File: config.mk
export PLATFORM = sky130hd
export DESIGN_NAME = seq_match_sched
export DESIGN_NICKNAME = d
export VERILOG_FILES = /design/src/rtl/seq_match_sched.sv
export SDC_FILE = /design/constraint.sdc
export NUM_CORES = 1
export LEC_CHECK = 0
export CORE_MARGIN = 1
export CORE_UTILIZATION = 30
export CTS_CLUSTER_DIAMETER = 100
export DETAILED_ROUTE_END_ITERATION = 7
export PLACE_DENSITY_LB_ADDON = 0.25
export SYNTH_ARGS = -nofsm -noshare
export SYNTH_HDL_FRONTEND = slang
export SYNTH_SLANG_ARGS = --single-unit
File: constraint.sdc
create_clock -name clk -period 2.5 [get_ports clk]
set_input_delay 0.5 -clock clk [delete_from_list [all_inputs] [get_ports clk]]
set_output_delay 0.5 -clock clk [all_outputs]
set_load 0.01 [all_outputs]
File: src/rtl/seq_match_sched.sv
// Round-robin scheduler sharing one serial pattern-match engine between NCH bit sources,
// with a per-channel saturating hit counter.
module seq_match_sched #(
    parameter int                 NCH       = 4,
    parameter int                 FRAME_LEN = 16,
    parameter int                 PAT_LEN   = 6,
    parameter logic [PAT_LEN-1:0] PATTERN   = 6'b111011
) (
    input  logic                   clk,
    input  logic                   reset,
    input  logic [NCH-1:0]         req,
    input  logic [NCH-1:0]         bit_in,
    output logic [NCH-1:0]         gnt,
    output logic                   match,
    output logic [$clog2(NCH)-1:0] match_ch,
    output logic                   busy,
    output logic [NCH*8-1:0]       match_cnt
);
    localparam int CW = $clog2(NCH);
    localparam int SW = $clog2(FRAME_LEN + 1);

    typedef enum logic [1:0] {IDLE, ARB, RUN, RELEASE} state_t;

    state_t             state;
    logic [CW-1:0]      ptr;
    logic [CW-1:0]      cur;
    logic [PAT_LEN-1:0] window;
    logic [SW-1:0]      count;
    logic [7:0]         cnt [NCH];

    logic [CW-1:0]      pick;
    logic [CW-1:0]      idx;
    logic [PAT_LEN-1:0] win_next;
    logic [SW-1:0]      count_next;
    logic               hit;

    // Scan offsets from farthest to nearest so the nearest requester at or above ptr wins.
    always_comb begin
        // NOTE: every combinational output gets a default first so no latch is inferred.
        pick = ptr;
        idx  = '0;
        for (int off = NCH - 1; off >= 0; off--) begin
            idx = CW'((int'(ptr) + off) % NCH);
            if (req[idx]) pick = idx;
        end
    end

    always_comb begin
        win_next   = (window << 1) | PAT_LEN'(bit_in[cur]);
        count_next = count + SW'(1);
        hit        = (count_next >= SW'(PAT_LEN)) && (win_next == PATTERN);
    end

    always_ff @(posedge clk or posedge reset) begin
        if (reset) begin
            state    <= IDLE;
            ptr      <= '0;
            cur      <= '0;
            window   <= '0;
            count    <= '0;
            match    <= 1'b0;
            match_ch <= '0;
            // NOTE: the hit counters are architectural state, so they take the async reset too.
            for (int i = 0; i < NCH; i++) cnt[i] <= 8'd0;
        end else begin
            // NOTE: non-blocking assignments keep every register update on the same edge.
            match <= 1'b0;
            case (state)
                IDLE: begin
                    if (|req) state <= ARB;
                end
                ARB: begin
                    cur    <= pick;
                    window <= '0;
                    count  <= '0;
                    state  <= RUN;
                end
                RUN: begin
                    if (!req[cur]) begin
                        state <= RELEASE;
                    end else begin
                        window <= win_next;
                        count  <= count_next;
                        if (hit) begin
                            match    <= 1'b1;
                            match_ch <= cur;
                            if (cnt[cur] != 8'hFF) cnt[cur] <= cnt[cur] + 8'd1;
                        end
                        if (count_next == SW'(FRAME_LEN)) state <= RELEASE;
                    end
                end
                RELEASE: begin
                    ptr   <= (cur == CW'(NCH - 1)) ? '0 : cur + CW'(1);
                    state <= (|req) ? ARB : IDLE;
                end
                default: state <= IDLE;
            endcase
        end
    end

    // Grant is decoded from state so it drops the instant reset is asserted.
    always_comb begin
        gnt = '0;
        if (state == RUN) gnt[cur] = 1'b1;
    end

    assign busy = (state != IDLE);

    for (genvar i = 0; i < NCH; i++) begin : g_cnt
        assign match_cnt[8*i +: 8] = cnt[i];
    end

endmodule

### After elaboration in Yosys (flattened, before gate mapping)

Index checks and enable logic that the tools add are counted.

* add/subtract/negate cells: 6
* multiply operators: 0
* divide/modulo/power cells: 0
* magnitude comparators: 9
* equality and inequality tests: 10
* shifts and indexed selects: 0
* muxes and demuxes: 38
* bitwise operators: 2
* reductions and logical operators: 11

Operators with widths (number)
* bitwise mux 32 bit: 1
* 2-to-1 mux 8 bit: 3
* one-hot mux 5 bit (2 select lines): 2
* binary-select mux 8 bit (select 2 bit): 1
* demux 8 bit (select 2 bit): 1
* 2-to-1 mux 2 bit: 8
* less-than comparator 2 x 3 -> 1 bit, second input constant: 5
* binary-select mux 1 bit (select 2 bit): 6
* 2-to-1 mux 1 bit: 11
* 2-to-1 mux 5 bit: 2
* adder 8 x 1 -> 8 bit, second input constant: 1
* != test 8 bit, second input constant: 1
* one-hot mux 2 bit (4 select lines): 1
* == test 2 bit, second input constant: 3
* == test 6 bit, second input constant: 1
* OR 6 x 1 -> 6 bit: 1
* adder 5 x 1 -> 5 bit, second input constant: 1
* == test 5 bit, second input constant: 1
* >= comparator 5 x 3 -> 1 bit, second input constant: 1
* adder 2 x 1 -> 2 bit, second input constant: 2
* adder 2 bit, second input constant: 2
* 2-to-1 mux 4 bit: 1
* != test 2 bit, second input constant: 2
* AND reduction 2 bit: 2
* other kinds (13): 16

* bits in registers: 51
* latch bits: 0
* bits in writable memories: 0
* memory bits (read-only): 0
* bits of input ports: 10
* output and inout port bits: 40
* logic and storage cells: 87
* memories: 0

### Depth between registers and ports, before layout

* depth after elaboration: 8
* depth in mapped cells: 13
* mapped depth without buffers: 10

### Least setup slack after synthesis

Ideal clock, no wire load.

* path type: register -> register
* start point: register cur[0]
* end point: register cnt, in the netlist match_cnt[0]
* data arrival time: 2.334 ns
* data required time: 2.375 ns
* slack: 0.041 ns
* cell stages (with the launch flop): 11
* buffers on the path: 3
* cell sequence: dfrtp_1 > buf_4 > buf_4 > mux4_2 > ha_1 > nand3_1 > nor3_2 > nor3_2 > and2_1 > buf_6 > mux2_4

* word-level cells in the longest chain between the ends: 6
* elaborated cells between the ends (all ways): 20

Ends and longest elaborated chain
* start, declared: line 26 `logic [CW-1:0] cur;`
* start signal, assigned: line 73 `cur <= pick;`
* NOT 2 -> 3 bit (not written as such) / binary-select mux 1 bit (select 2 bit) (equally long branches): line 87, 49
* binary-select mux 8 bit (select 2 bit) (tied with other cells): line 87 `if (cnt[cur] != 8'hFF) cnt[cur] <= cnt[cur] + 8'd1;`
* 2-to-1 mux 8 bit (not written as such) (tied with other cells): line 87
* 2-to-1 mux 8 bit (not written as such) / == test 6 bit (equally long branches): line 87, 51
* adder 8 x 1 -> 8 bit (tied with other cells): line 87
* bitwise mux 32 bit / AND reduction 4 bit (equally long branches)
* end, declared: line 29 `logic [7:0] cnt [NCH];`

Parallel ways exist; a longest one is shown, timed or not. The select of a mux whose other input is x is not followed.
A chain may end at the register's enable or synchronous reset.

### Worst setup path in the final report

* start point: register count[1]
* end point: register cnt, in the netlist match_cnt[0]

* word-level cells in the longest chain between the ends: 4

Ends and longest elaborated chain
* start, declared: line 28 `logic [SW-1:0] count;`
* start signal, assigned: line 83 `count <= count_next;`
* adder 5 x 1 -> 5 bit: line 50 `count_next = count + SW'(1);`
* >= comparator 5 x 3 -> 1 bit: line 51 `hit = (count_next >= SW'(PAT_LEN)) && (win_next == PATTERN);`
* logical AND 1 bit: line 51
* AND reduction 4 bit (no line)

Every way passes these cells.

==> results_dict.tcl <==
set metrics [dict create \
    h-tree-depth 2 \
    grt.total_usage_pct 13.8 \
    viasPerCell 4.65 \
    grt_pass1_wl_mm 10.8 \
    cap_violations 0 \
    power.share.switching_pct 35.6 \
    ys_top_cells_by_area "dfrtp_1 43%, mux2_4 16%, mux4_2 6.1%" \
    io_pins 50 \
    rsz0062_at_grt "false" \
    leakagePower_nw 1.73 \
    root_buffer "clkbuf_8" \
    routed_wl_mm 6.58 \
    critPathKind "register to register" \
    clk-insertion-delay-late_ns 0.31 \
    grt_antenna_before_repair 0 \
    tightest_slew_ns 0.625 \
    pre_cts_ws_ns -0.00585 \
    place_congestion 0.822 \
    layout_commonest_cell "dfrtp_1" \
    die-area_um2 10200 \
    cpLargestDelayFamily "simple AND/OR/NAND/NOR gates" \
    ant_nets 0 \
    ys_seq_area_share_pct 43.2 \
    dr.pass1.iters 4 \
    fillers 921 \
    holdPathStages 2 \
    finalNetCount 329 \
    cp_data_required_time_ns 2.70 \
    fin_crit_sh_pct 95.3 \
    power_frac_seq_pct 40.0 \
    grt-ovfl-total 0 \
    synth_edf_count 0 \
    max_stage_delay_ns 0.48 \
    rrSetupSlack_ns 0.12 \
    cp.arrival_ns 2.58 \
    start_util_pct 31.5 \
    worst_slack_ns 0.118 \
    worst-path-buf-inv 2 \
    drive_gt1_share_pct 28.3 \
    async_flop_share_pct 100 \
    vias 2026 \
    ir_drop_mv 0.313 \
    yosysWarnings 0 \
    p_per_area_nw_per_um2 687 \
    status "finished, final reports clean" \
    num_antenna_cells 0 \
    chipWidth_um 101 \
    drc 0 \
    finalHoldViolations 0 \
    clk_pin_slew_ns 0.09 \
    cell_internal_pwr_mw 1.70 \
    place_hpwl_mm 4.95 \
    yosysUniqueCellTypes 46 \
    synth_fp_nets 262 \
    cp_slowest_cell "dfrtp_1" \
    worstPathMaxFanout 8 \
    post_drt_wl_per_cell_um 15.1 \
    grt_pass1_vias 2096 \
    syn_area_um2 2950 \
    grt_max_degree 28 \
    final_cell_mix "49 x dfrtp_1, 47 x clkdlybuf4s50_1, 32 x mux2_4, 24 x nand2_1, 17 x buf_4" \
    io_buffers 49 \
    synth_flop_cell "dfrtp_1" \
    fin_crit_ns 2.38 \
    r2r-start "count[1]" \
    max_freq_mhz 420 \
    synthToLayoutAreaGrowth_pct 30.4 \
    whs_endpoint "window[2]" \
    switchingPower_mw 0.943 \
    dp_cells 427 \
    fp-row-count 35 \
    synth_top_cell_by_area "dfrtp_1" \
    syn_area_per_cell_um2 12.3 \
    r2r_cells 8 \
    clkSinkCount 51 \
    final_cells 436 \
    holdBufCountCts 0 \
    worstHoldPathType "register to register" \
    worstPathCellList "inv_1 > ha_1 > or4b_4 > a31oi_4 > nor3_2 > and2_1 > buf_4 > mux2_4" \
    cts_tree "yes" \
    slew_viol_final 0 \
    startpoint_type "register" \
    clockPowerShare_pct 17.8 \
    min-delay-start "window[1]" \
    setup_violations 0 \
    slew_headroom_pct 58.3 \
    endpoint_kind "register" \
    synth_top_area_share_pct 43.2 \
    rr_endpoint "match_cnt[0]" \
    drt_iter0_markers 40 \
    pwr-share-comb_pct 42.2 \
    core_um2 9370 \
    cts_inserted_buffers 5 \
    clock_path_buffers 2 \
    skew_ns 0.00956 \
    chipHeight_um 101 \
    synthCells 240 \
    ys_seq_elements 51 \
]
-- routing by layer --
layer | global-route usage, % | routed length [µm] | share of wire (%) | vias to the layer above
met3 | 2.42 | 221 | 3.4 | 8
met5 | 0 | 0 | 0 | -
met2 | 22.8 | 3120 | 47 | 43
met4 | 3.68 | 63 | 0.96 | 0
li1 | - | - | - | 981
met1 | 18.6 | 3170 | 48 | 994
-- worst reg2reg max path, delay by kind of cell, from the launching register on --
family | cells | cell delay, ns
compound gates | 1 | 0.21
fa+ha+maj | 1 | 0.31
buf+inv | 2 | 0.24
flops | 1 | 0.48
mux | 1 | 0.30
simple gates | 3 | 0.73
-- power by group through the flow --
stage	combinational, mW	sequential [mW]	clock [mW]
5_1_grt	1.25	1.08	0.526
4_1_cts	1.08	1.08	0.494
6_report	1.12	1.06	0.471
3_3_place_gp	1.06	1.08	0
3_5_place_dp	1.07	1.09	0
2_1_floorplan	0.783	1.03	0
-- logic make-up after synthesis --
group           Yosys count  share of synthesized area, %
xor+xnor                  7                          2.08
simple gates             67                          12.1
compound gates           30                          6.99
flops                    51                          43.2
mux                      50                          26.0
buf+inv                  23                          4.62
fa+ha+maj                12                          5.08
-- repair_timing --
| action | in CTS | in global routing |
|---|---|---|
| resized for setup | 2 | 3 |
| setup endpoints to repair | 4 | 5 |
| buffers inserted | 0 | 2 |
-- worst max-delay path by stage --
stage,slack (ns),depth (start not counted),from,to
2_1_floorplan,0.04,10,cur[0],match_cnt[0]
3_3_place_gp,0.03,8,req[0],state[1]
3_5_place_dp,-0.006,8,req[0],state[1]
4_1_cts,0.01,6,cur[0],gnt[0]
5_1_grt,0.02,8,count[1],match_cnt[7]
6_report,0.12,8,count[1],match_cnt[0]
-- synth_stat cells (all sizes together), types with 2 or more instances --
master and number:
nand3 5, nor4 2, nand2b 3, o21ai 13
mux4 8, clkbuf 2, xnor2 3, ha 12
and2 8, a21boi 2, nor3 4, a31oi 2
dfrtp 51, inv 11, nand4 2, mux2 37
nand2 24, xor2 4, mux2i 5, nor2 10
buf 10, a21oi 4, o22ai 2, and3 2
-- flip-flops by register name, indices dropped and copies added, names as in the netlist --
register and flops:
ptr 2, state 2, count 5, match_ch 2, window 5, cur 2, match 1, match_cnt 32
-- area by class of cell --
| cell class | instances | area, µm² | share of cell area, % |
|---|---|---|---|
| multi-input combinational | 166 | 1540 | 40.1 |
| sequential | 51 | 1280 | 33.2 |
| timing repair buffer | 72 | 743 | 19.3 |
| tap | 129 | 161 | 4.19 |
| clock buffer | 5 | 68.8 | 1.79 |
| inverter | 11 | 41.3 | 1.07 |
| clock inverter | 2 | 13.8 | 0.357 |
-- per-stage QoR --
step | hold slack, ns | setup TNS [ns] | area [µm²] | power [mW] | util [%]
floorplan | 0.463 | 0 | 2950 | 1.81 | -
global route | 0.527 | 0 | 3850 | 2.86 | 41.1
detailed placement | 0.504 | -0.00585 | 3730 | 2.16 | 39.8
global placement | 0.491 | 0 | 3730 | 2.15 | 39.8
CTS | 0.512 | 0 | 3820 | 2.65 | 40.7
finish | 0.518 | 0 | 3850 | 2.65 | 41.1
Note: power is estimated with default switching activity, not from simulation.
